--- config.mk ---
export PLATFORM = sky130hd
export DESIGN_NAME = psk_cfg_regbank
export DESIGN_NICKNAME = d
export VERILOG_FILES = /design/src/rtl/psk_cfg_pkg.sv /design/src/rtl/psk_cfg_commit_fsm.sv /design/src/rtl/psk_cfg_regbank.sv
export SDC_FILE = /design/constraint.sdc
export NUM_CORES = 1
export LEC_CHECK = 0
export ABC_AREA = 1
export BUFFER_PORTS_ARGS = -buffer_cell sky130_fd_sc_hd__buf_2
export CAP_MARGIN = 25
export CORE_MARGIN = 2
export CORE_UTILIZATION = 55
export CTS_BUF_LIST = sky130_fd_sc_hd__clkbuf_4 sky130_fd_sc_hd__clkbuf_8
export DETAILED_ROUTE_END_ITERATION = 10
export PLACE_DENSITY_LB_ADDON = 0.15
export SYNTH_ARGS = -nofsm -noshare
export SYNTH_HDL_FRONTEND = slang
export SYNTH_SLANG_ARGS = --single-unit
export TNS_END_PERCENT = 100
--- constraint.sdc ---
create_clock -name clk_16M384 -period 5.3 [get_ports clk_16M384]
set_clock_uncertainty 0.2 [all_clocks]
set_input_delay 0.53 -clock clk_16M384 [delete_from_list [all_inputs] [get_ports clk_16M384]]
set_output_delay 0.53 -clock clk_16M384 [all_outputs]
set_load 0.01 [all_outputs]
--- src/rtl/psk_cfg_pkg.sv ---
// psk_cfg_pkg: shared definitions for the PSK configuration register bank.
// Holds the register index map, the per-field width table, the masks derived
// from it, the reset-value table and the commit FSM state type.
package psk_cfg_pkg;

    localparam int NUM_FIELDS = 9;

    localparam int ADDR_DELAY_CNT       = 0;
    localparam int ADDR_MODE_CTRL       = 1;
    localparam int ADDR_FEEDBACK_SHIFT  = 2;
    localparam int ADDR_GARDNER_SHIFT   = 3;
    localparam int ADDR_RX_SD_THRESHOLD = 4;
    localparam int ADDR_RX_SD_WINDOW    = 5;
    localparam int ADDR_RX_PD_WINDOW    = 6;
    localparam int ADDR_RX_BD_WINDOW    = 7;
    localparam int ADDR_TX_PHASE_CONFIG = 8;

    // Meaningful bits per field; anything above is forced to zero on write.
    localparam int unsigned FIELD_W [NUM_FIELDS] = '{
        32'd8, 32'd4, 32'd4, 32'd4, 32'd16, 32'd8, 32'd8, 32'd8, 32'd16
    };

    // Turns a field width into a right-aligned mask.
    function automatic logic [31:0] width_to_mask(input int unsigned w);
        logic [31:0] mask;
        if (w >= 32'd32) begin
            mask = 32'hFFFF_FFFF;
        end else begin
            mask = (32'd1 << w) - 32'd1;
        end
        return mask;
    endfunction

    localparam logic [31:0] FIELD_MASK [NUM_FIELDS] = '{
        width_to_mask(FIELD_W[0]), width_to_mask(FIELD_W[1]), width_to_mask(FIELD_W[2]),
        width_to_mask(FIELD_W[3]), width_to_mask(FIELD_W[4]), width_to_mask(FIELD_W[5]),
        width_to_mask(FIELD_W[6]), width_to_mask(FIELD_W[7]), width_to_mask(FIELD_W[8])
    };

    localparam logic [31:0] RESET_VAL [NUM_FIELDS] = '{
        32'd8, 32'd4, 32'd0, 32'd3, 32'd128, 32'd16, 32'd16, 32'd16, 32'd8192
    };

    // Mask lookup that tolerates banks larger than the field table (extra
    // registers are stored full width).
    function automatic logic [31:0] field_mask_of(input int idx);
        logic [31:0] mask;
        if (idx < NUM_FIELDS) begin
            mask = FIELD_MASK[idx[3:0]];
        end else begin
            mask = 32'hFFFF_FFFF;
        end
        return mask;
    endfunction

    // Reset lookup; registers beyond the field table reset to zero.
    function automatic logic [31:0] reset_val_of(input int idx);
        logic [31:0] val;
        if (idx < NUM_FIELDS) begin
            val = RESET_VAL[idx[3:0]];
        end else begin
            val = 32'd0;
        end
        return val;
    endfunction

    typedef enum logic [1:0] {
        ST_IDLE    = 2'd0,
        ST_PENDING = 2'd1,
        ST_APPLY   = 2'd2
    } cfg_state_e;

endpackage

--- src/rtl/psk_cfg_commit_fsm.sv ---
// psk_cfg_commit_fsm: sequences a configuration commit.
// IDLE accepts writes; a commit request waits in PENDING for a frame boundary
// (or the optional timeout), then a single APPLY cycle tells the bank to copy
// shadow into active. Writes are refused outside IDLE so the shadow set that
// gets applied is frozen from the moment the commit is requested.
module psk_cfg_commit_fsm
    import psk_cfg_pkg::*;
#(
    parameter int unsigned BOUNDARY_TIMEOUT = 65535
) (
    input  logic clk_i,
    input  logic rst_ni,
    input  logic commit_req_i,
    input  logic frame_boundary_i,
    output logic wr_ready_o,
    output logic commit_pending_o,
    output logic cfg_update_o,
    output logic apply_o
);

    // Counter only needs to reach BOUNDARY_TIMEOUT-1; it then saturates.
    localparam int unsigned CNT_W = (BOUNDARY_TIMEOUT < 32'd2) ? 1 : $clog2(BOUNDARY_TIMEOUT);
    localparam bit TIMEOUT_EN = (BOUNDARY_TIMEOUT != 32'd0);
    localparam logic [CNT_W-1:0] CNT_LAST =
        TIMEOUT_EN ? CNT_W'(BOUNDARY_TIMEOUT - 32'd1) : {CNT_W{1'b0}};
    localparam logic [CNT_W-1:0] CNT_MAX = {CNT_W{1'b1}};

    cfg_state_e       state_q;
    logic [CNT_W-1:0] cnt_q;
    logic             wr_ready_q;
    logic             commit_pending_q;
    logic             cfg_update_q;
    logic             timeout_hit_s;

    assign timeout_hit_s = TIMEOUT_EN && (cnt_q == CNT_LAST);

    // Commit state machine with timeout counter and registered handshake/status outputs.
    always_ff @(posedge clk_i or negedge rst_ni) begin
        if (!rst_ni) begin
            state_q          <= ST_IDLE;
            cnt_q            <= {CNT_W{1'b0}};
            wr_ready_q       <= 1'b0;
            commit_pending_q <= 1'b0;
            cfg_update_q     <= 1'b0;
        end else begin
            cfg_update_q <= 1'b0;
            case (state_q)
                ST_IDLE: begin
                    if (commit_req_i) begin
                        if (frame_boundary_i) begin
                            state_q <= ST_APPLY;
                        end else begin
                            state_q <= ST_PENDING;
                            cnt_q   <= {CNT_W{1'b0}};
                        end
                        wr_ready_q       <= 1'b0;
                        commit_pending_q <= 1'b1;
                    end else begin
                        wr_ready_q       <= 1'b1;
                        commit_pending_q <= 1'b0;
                    end
                end
                ST_PENDING: begin
                    // Further commit requests merge into this one.
                    if (frame_boundary_i || timeout_hit_s) begin
                        state_q <= ST_APPLY;
                    end else if (cnt_q != CNT_MAX) begin
                        cnt_q <= cnt_q + CNT_W'(1);
                    end else begin
                        cnt_q <= cnt_q;
                    end
                    wr_ready_q       <= 1'b0;
                    commit_pending_q <= 1'b1;
                end
                ST_APPLY: begin
                    state_q          <= ST_IDLE;
                    cfg_update_q     <= 1'b1;
                    wr_ready_q       <= 1'b1;
                    commit_pending_q <= 1'b0;
                end
                default: begin
                    state_q          <= ST_IDLE;
                    wr_ready_q       <= 1'b0;
                    commit_pending_q <= 1'b0;
                end
            endcase
        end
    end

    assign wr_ready_o       = wr_ready_q;
    assign commit_pending_o = commit_pending_q;
    assign cfg_update_o     = cfg_update_q;
    assign apply_o          = (state_q == ST_APPLY);

endmodule

--- src/rtl/psk_cfg_regbank.sv ---
// psk_cfg_regbank: double-buffered configuration registers for the PSK modem.
// Software writes land in a shadow bank; a commit copies the whole shadow bank
// into the active bank atomically at a frame boundary so the datapath never
// sees a half-updated configuration.
// Optional feature: define PSK_CFG_READBACK_EN to add a registered readback
// port (rd_addr / rd_sel / rd_data) for the shadow or active bank.
module psk_cfg_regbank
    import psk_cfg_pkg::*;
#(
    parameter int          NUM_REGS         = 9,
    parameter int          DATA_W           = 16,
    parameter int          ADDR_W           = 4,
    parameter int unsigned BOUNDARY_TIMEOUT = 65535
) (
    input  logic                       clk_16M384,
    input  logic                       rst_n_16M384,
    input  logic                       wr_valid,
    output logic                       wr_ready,
    input  logic [ADDR_W-1:0]          wr_addr,
    input  logic [DATA_W-1:0]          wr_data,
    input  logic                       commit_req,
    input  logic                       frame_boundary,
    output logic [NUM_REGS*DATA_W-1:0] cfg_active,
    output logic                       cfg_update,
    output logic                       commit_pending,
    output logic                       wr_err
`ifdef PSK_CFG_READBACK_EN
    ,
    input  logic [ADDR_W-1:0]          rd_addr,
    input  logic                       rd_sel,
    output logic [DATA_W-1:0]          rd_data
`endif
);

    // One extra bit so NUM_REGS == 2**ADDR_W still compares correctly.
    localparam logic [ADDR_W:0] NUM_REGS_A = (ADDR_W + 1)'(NUM_REGS);

    logic [DATA_W-1:0] shadow_q [NUM_REGS];
    logic [DATA_W-1:0] active_q [NUM_REGS];
    logic              wr_err_q;
    logic              wr_ready_s;
    logic              wr_fire_s;
    logic              wr_oor_s;
    logic              apply_s;

    psk_cfg_commit_fsm #(
        .BOUNDARY_TIMEOUT(BOUNDARY_TIMEOUT)
    ) u_commit_fsm (
        .clk_i           (clk_16M384),
        .rst_ni          (rst_n_16M384),
        .commit_req_i    (commit_req),
        .frame_boundary_i(frame_boundary),
        .wr_ready_o      (wr_ready_s),
        .commit_pending_o(commit_pending),
        .cfg_update_o    (cfg_update),
        .apply_o         (apply_s)
    );

    assign wr_fire_s = wr_valid && wr_ready_s;
    assign wr_oor_s  = ({1'b0, wr_addr} >= NUM_REGS_A);
    assign wr_ready  = wr_ready_s;

    // Shadow bank: masked write of the addressed register on an accepted handshake.
    always_ff @(posedge clk_16M384 or negedge rst_n_16M384) begin
        if (!rst_n_16M384) begin
            for (int i = 0; i < NUM_REGS; i++) begin
                shadow_q[i] <= DATA_W'(reset_val_of(i));
            end
        end else begin
            for (int i = 0; i < NUM_REGS; i++) begin
                if (wr_fire_s && (wr_addr == ADDR_W'(i))) begin
                    shadow_q[i] <= wr_data & DATA_W'(field_mask_of(i));
                end else begin
                    shadow_q[i] <= shadow_q[i];
                end
            end
        end
    end

    // Active bank: whole-bank copy from shadow on the single APPLY cycle.
    always_ff @(posedge clk_16M384 or negedge rst_n_16M384) begin
        if (!rst_n_16M384) begin
            for (int i = 0; i < NUM_REGS; i++) begin
                active_q[i] <= DATA_W'(reset_val_of(i));
            end
        end else if (apply_s) begin
            for (int i = 0; i < NUM_REGS; i++) begin
                active_q[i] <= shadow_q[i];
            end
        end else begin
            for (int i = 0; i < NUM_REGS; i++) begin
                active_q[i] <= active_q[i];
            end
        end
    end

    // Error pulse for an accepted write aimed past the last register.
    always_ff @(posedge clk_16M384 or negedge rst_n_16M384) begin
        if (!rst_n_16M384) begin
            wr_err_q <= 1'b0;
        end else begin
            wr_err_q <= wr_fire_s && wr_oor_s;
        end
    end

    assign wr_err = wr_err_q;

    for (genvar g = 0; g < NUM_REGS; g++) begin : g_flat
        assign cfg_active[g*DATA_W +: DATA_W] = active_q[g];
    end

`ifdef PSK_CFG_READBACK_EN
    logic [DATA_W-1:0] rd_mux_s;
    logic [DATA_W-1:0] rd_data_q;

    // Readback select: OR of one-hot matches, so unmatched addresses read 0.
    always_comb begin
        rd_mux_s = {DATA_W{1'b0}};
        for (int i = 0; i < NUM_REGS; i++) begin
            rd_mux_s = rd_mux_s | ({DATA_W{rd_addr == ADDR_W'(i)}} &
                                   (rd_sel ? active_q[i] : shadow_q[i]));
        end
    end

    // Readback register giving one cycle of latency.
    always_ff @(posedge clk_16M384 or negedge rst_n_16M384) begin
        if (!rst_n_16M384) begin
            rd_data_q <= {DATA_W{1'b0}};
        end else begin
            rd_data_q <= rd_mux_s;
        end
    end

    assign rd_data = rd_data_q;
`endif

endmodule

======== Word level (Yosys, flattened, before mapping) ========
Index checks and enable logic that the tools add are counted.
operators by class
  equal/unequal tests ..................... 17
  bitwise operators ....................... 9
  $add $sub $neg .......................... 1
  reductions and logical operators ........ 17
  mux-type cells .......................... 23
  magnitude comparators ................... 1
operators by type and width
  cell                                                             count
  16-bit two-way mux                                               13
  16-bit AND                                                       9
  16-bit one-hot mux with 2 select lines                           1
  16-bit by 1-bit adder with 16-bit output, second input constant  1
  16-bit == test, second input constant                            1
  4-bit by 3-bit == test with 1-bit output, second input constant  4
  16-bit != test, second input constant                            1
  1-bit logical AND                                                11
  4-bit by 2-bit == test with 1-bit output, second input constant  2
  2-bit two-way mux                                                3
  2-bit != test, second input constant                             3
  5-bit AND reduction                                              1
  4-bit by 1-bit == test with 1-bit output, second input constant  1
  4-bit == test, second input constant                             1
  4-bit greater-or-equal comparator, second input constant         1
  4-bit logical NOT                                                1
  2-bit by 1-bit != test with 1-bit output, second input constant  2
  1-bit one-hot mux with 2 select lines                            2
  2-bit one-hot mux with 2 select lines                            1
  1-bit two-way mux                                                3
  2-bit by 1-bit == test with 1-bit output, second input constant  1
  2-bit == test, second input constant                             1
  2-bit logical NOT                                                1
  2-bit AND reduction                                              1
  other kinds (2)                                                  2
storage, ports and cells
  logic and storage cells ................. 92
  input port bits ......................... 25
  output and inout bits ................... 148
  bits in registers ....................... 310

======== Longest topological paths before layout ========
  depth after elaboration ................. 4
  depth in mapped cells ................... 11
  depth with buffers taken out ............ 11

======== Modules after synthesis ========
A second synthesis with hierarchy kept.
unflattened totals
  cell total of the unflattened synthesis .. 757
  area, all modules ....................... 7895.1 um^2
by module, submodules not included
  module              seq. area each (um^2)  area an instance (um^2)  times used  cells an instance
  psk_cfg_regbank     3851.2                 6568.8                   1           585
  psk_cfg_commit_fsm  525.5                  1326.3                   1           172

======== Least setup slack after synthesis ========
OpenSTA, ideal clock, no wires.
  kind .................................... register to register
  start point ............................. register u_commit_fsm.cnt_q[0]
  end point ............................... register u_commit_fsm.cnt_q[13]
  cell stages (with the launch flop) ...... 11
  path buffers ............................ 1
  arrival ................................. 1.460 ns
  period minus slack after synthesis ...... 1.777 ns
  data required time ...................... 4.983 ns
  setup time .............................. 0.117 ns
  setup slack ............................. 3.523 ns
  cells stage by stage .................... dfrtp_1 ha_1 nand2_2 nor2_4 nand2_2 nor2_1 nor2_1 nand2_4 buf_6 nand3_1 nand2_1
on the way
  cells in the longest elaborated chain, start to end .. 4
  elaborated cells between the ends (all ways) .. 10
  classes of those cells .................. add/sub: 1; eq/ne: 4; mux: 3; reduce/logical: 2
ends and longest elaborated chain
  element                                                                               RTL line                                            source
  start: declaration                                                                    psk_cfg_commit_fsm.sv:29                            logic [CNT_W-1:0] cnt_q;
  start signal: assignment                                                              psk_cfg_commit_fsm.sv:41                            cnt_q <= {CNT_W{1'b0}};
  start signal: assignment                                                              psk_cfg_commit_fsm.sv:54                            cnt_q <= {CNT_W{1'b0}};
  start signal: assignment                                                              psk_cfg_commit_fsm.sv:68                            cnt_q <= cnt_q + CNT_W'(1);
  16-bit by 1-bit adder with 16-bit output / 16-bit == test (equally long branches)     psk_cfg_commit_fsm.sv:68, psk_cfg_commit_fsm.sv:35
  16-bit two-way mux / 1-bit logical OR (equally long branches)                         psk_cfg_commit_fsm.sv:67, psk_cfg_commit_fsm.sv:65
  16-bit two-way mux / 2-bit != test (equally long branches)                            n/a
  16-bit one-hot mux with 2 select lines / 5-bit AND reduction (equally long branches)  n/a
Several ways; a longest one is shown, not always the timed one. The select of a mux whose other input is x is not followed.
A chain may end at the register's enable or synchronous reset.

======== Worst setup path in the final report ========
  start point ............................. register u_commit_fsm.state_q[1]
  end point ............................... register active_q, in the netlist cfg_active[6]
on the way
  cells in the longest elaborated chain, start to end .. 1
ends and longest elaborated chain
  element                         RTL line                  source
  start: declaration              psk_cfg_commit_fsm.sv:28  cfg_state_e state_q;
  start signal: assignment        psk_cfg_commit_fsm.sv:40  state_q <= ST_IDLE;
  start signal: assignment        psk_cfg_commit_fsm.sv:51  state_q <= ST_APPLY;
  start signal: assignment        psk_cfg_commit_fsm.sv:53  state_q <= ST_PENDING;
  2-bit == test                   psk_cfg_commit_fsm.sv:93  assign apply_o = (state_q == ST_APPLY);
  end signal: indexed assignment  psk_cfg_regbank.sv:84     active_q[i] <= DATA_W'(reset_val_of(i));
  end signal: indexed assignment  psk_cfg_regbank.sv:88     active_q[i] <= shadow_q[i];
  end signal: indexed assignment  psk_cfg_regbank.sv:92     active_q[i] <= active_q[i];
  end: declaration                psk_cfg_regbank.sv:39     logic [DATA_W-1:0] active_q [NUM_REGS];
No other way between the ends.

==> impl_metrics.json <==
{
  "hp-start": "commit_req",
  "core_area_sq_um": 13200,
  "initial_utilization_pct": 56.1,
  "drv_cap": 0,
  "post-cts-setup-buffers": 0,
  "intPower_mw": 2.70,
  "critPathMaxStageDelay_ps": 640,
  "period_needed_ps": 2210,
  "arrival_ps": 2390,
  "hold_class": "in -> reg",
  "num_vias": 5391,
  "total_power_mw": 4.11,
  "globalplace.congestion": 0.874,
  "areaGrowthSynthToFinish_pct": 11.5,
  "synth_top_area_share_pct": 52.8,
  "yosysWarningCount": 0,
  "antenna_found_initial": 0,
  "post-place-ws_ps": 2980,
  "rows": 42,
  "cp_data_required_time_ps": 5480,
  "wl_per_cell_microns": 13.3,
  "htreeDepth": 4,
  "regToRegSetupSlack_ps": 3090,
  "path_cells": "inv_1, nor2_4, buf_4, inv_2, buf_4, nand2_1, nand2_1",
  "cts_resized": 0,
  "fin_cells": 1128,
  "cts_tree": "done",
  "path_class": "reg -> reg",
  "synth_enable_flop_cells": 0,
  "async_reset_ff_share_pct": 100,
  "drive_above_1_share_pct": 17.8,
  "stdcell_area_sq_um": 8250,
  "cts_num_sinks": 174,
  "ctsLongestPathBuffers": 2,
  "fin_ws_ps": 3090,
  "power.switching_mw": 1.41,
  "cts_root_buf": "clkbuf_8",
  "synth_cells": 839,
  "whs_ps": 66.8,
  "synth_cell_types": 29,
  "die_h_microns": 120,
  "place_inst": 1095,
  "cts_buffers": 17,
  "yosysSeqAreaShare_pct": 59.2,
  "synth_top_area_cell": "dfrtp_1",
  "grt_pass1_wl_microns": 25200,
  "ir_drop_v": 0.000223,
  "fmax_ghz": 0.453,
  "report.final.hold_viol_count": 0,
  "tightest_slew_ps": 862,
  "crit_path_max_fanout": 78,
  "worst_hold_path.endpoint": "u_commit_fsm.wr_ready_o",
  "synth_area_leaders": "dfrtp_1, nand2_1, buf_4",
  "die_w_microns": 120,
  "utilization_pct": 62.5,
  "r2r_cells": 7,
  "viasPerCell": 4.78,
  "path_buf_inv": 4,
  "drt-pass1-iter-count": 4,
  "drv_slew": 0,
  "seqPwrFrac_pct": 49.7,
  "final_nets": 966,
  "r2r-start": "u_commit_fsm.state_q[1]",
  "yosys.cell_count.top_type": "nand2_1",
  "rsz0062_at_grt": "no",
  "comb_power_share_pct": 26.8,
  "dp_hpwl_microns": 9840,
  "leakagePower_nw": 4.59,
  "status": "finished, final reports clean",
  "synth_commonest_cells": "nand2_1, dfrtp_1, o21ai_0, buf_4, inv_1",
  "start_kind": "register",
  "end_kind": "register",
  "grt_max_degree": 98,
  "cp_slowest_cell": "buf_4",
  "grt.overflow.total": 0,
  "reg2reg_to": "cfg_active[6]",
  "grt_pass1_vias": 5014,
  "syn_avg_cell_area_sq_um": 8.82,
  "clk_latency_ps": 440,
  "ant_nets": 0,
  "num_antenna_cells": 0,
  "wirelength_microns": 15000,
  "clockPowerShare_pct": 23.4,
  "io_pins": 173,
  "synth.cell_area_sq_um": 7400,
  "ys_ff_latch": 174,
  "placedInstanceArea_sq_um": 7810,
  "drc": 0,
  "cellPowerDensity_nw_per_um2": 498,
  "clk_pin_slew_worst_paths_ps": 80,
  "dieArea_sq_um": 14400,
  "drt_iter0_drc": 554,
  "cp_top_family": "buffers and inverters",
  "slew_headroom_pct": 42.5,
  "switching_share_pct": 34.4,
  "io_buffer_count": 104,
  "fin_tns_setup_ps": 0,
  "synth_flop_cell": "dfrtp_1",
  "min_delay_path_depth": 2,
  "grtUsageTotal_pct": 22.4,
  "period_share_pct": 41.6,
  "setup_viol": 0
}
[final cells by class]
class / count / area (sq um)
flip-flops and latches: 174 / 4380
fillers: 1214 / 4940
clock buffers: 22 / 290
repair buffers: 110 / 574
well taps: 176 / 220
inverters: 37 / 139
clock inverters: 10 / 135
multi-input cells: 599 / 2510
[sequential cells by signal, summed over array words and instances, names as in the netlist]
| register | cells |
|---|---|
| cfg_active | 76 |
| shadow_q | 76 |
| u_commit_fsm.cnt_q | 16 |
| u_commit_fsm.state_q | 2 |
| u_commit_fsm.cfg_update_o | 1 |
| u_commit_fsm.commit_pending_o | 1 |
| u_commit_fsm.wr_ready_o | 1 |
| wr_err | 1 |
[worst reg2reg max path, cell delays in order, from the launching register on]
cell     delay, ps
dfrtp_1        400
inv_1          120
nor2_4          40
buf_4          360
inv_2          140
buf_4          640
nand2_1        160
nand2_1         90
[layout by cell type, fill, tap and decap left out, types with 2 or more instances in the layout]
cell / count
bufinv_16: 3
nand3_1: 24
o21bai_1: 2
clkbuf_8: 20
dfrtp_1: 156
nand2_2: 2
ha_1: 2
inv_1: 35
o21ai_0: 76
nor2_1: 27
conb_1: 68
nor2_4: 3
nand2_1: 373
inv_2: 2
a21oi_1: 2
buf_4: 5
nand4_1: 4
nand3b_1: 2
nor3_2: 2
buf_2: 103
dfstp_2: 18
clkinv_2: 4
clkbuf_4: 2
xor2_1: 6
[kinds of logic after synthesis]
logic type / share of synthesized area (%)
fa+ha+maj: 0.338
other cells: 0.0507
xor+xnor: 0.829
flops: 59.2
compound gates: 5.67
simple gates: 23.6
buf+inv: 10.4
[how the worst max path moves through the flow]
stage / start / to / slack, ps / depth (start not counted)
2_1_floorplan: u_commit_fsm.cnt_q[0] / u_commit_fsm.cnt_q[13] / 3520 / 10
3_3_place_gp: wr_valid / shadow_q[71] / 3130 / 5
3_5_place_dp: wr_valid / shadow_q[73] / 2980 / 5
4_1_cts: u_commit_fsm.state_q[1] / cfg_active[81] / 3070 / 7
5_1_grt: u_commit_fsm.state_q[1] / cfg_active[103] / 2870 / 7
6_report: u_commit_fsm.state_q[1] / cfg_active[6] / 3090 / 7
[power groups by stage]
stage / logic (mW) / registers (mW) / clock network (mW)
4_1_cts: 1.13 / 2.05 / 0.987
6_report: 1.10 / 2.04 / 0.962
2_1_floorplan: 0.675 / 2.11 / 0
5_1_grt: 1.28 / 2.10 / 1.05
3_3_place_gp: 1.08 / 2.06 / 0
3_5_place_dp: 1.12 / 2.07 / 0
[timing repair]
action                                  4_1_cts  5_1_grt
hold buffers                                  1        0
endpoints found under the setup margin        0        0
endpoints found under the hold margin        85        0
[per-layer routing]
metal	up-vias	wire length (microns)	global-route usage, %
met5	-	0	0
li1	2676	-	-
met3	20	811	4.33
met1	2550	6830	31.9
met2	145	7130	34.9
met4	0	215	7.57
Power figures use the tool's default switching activity.
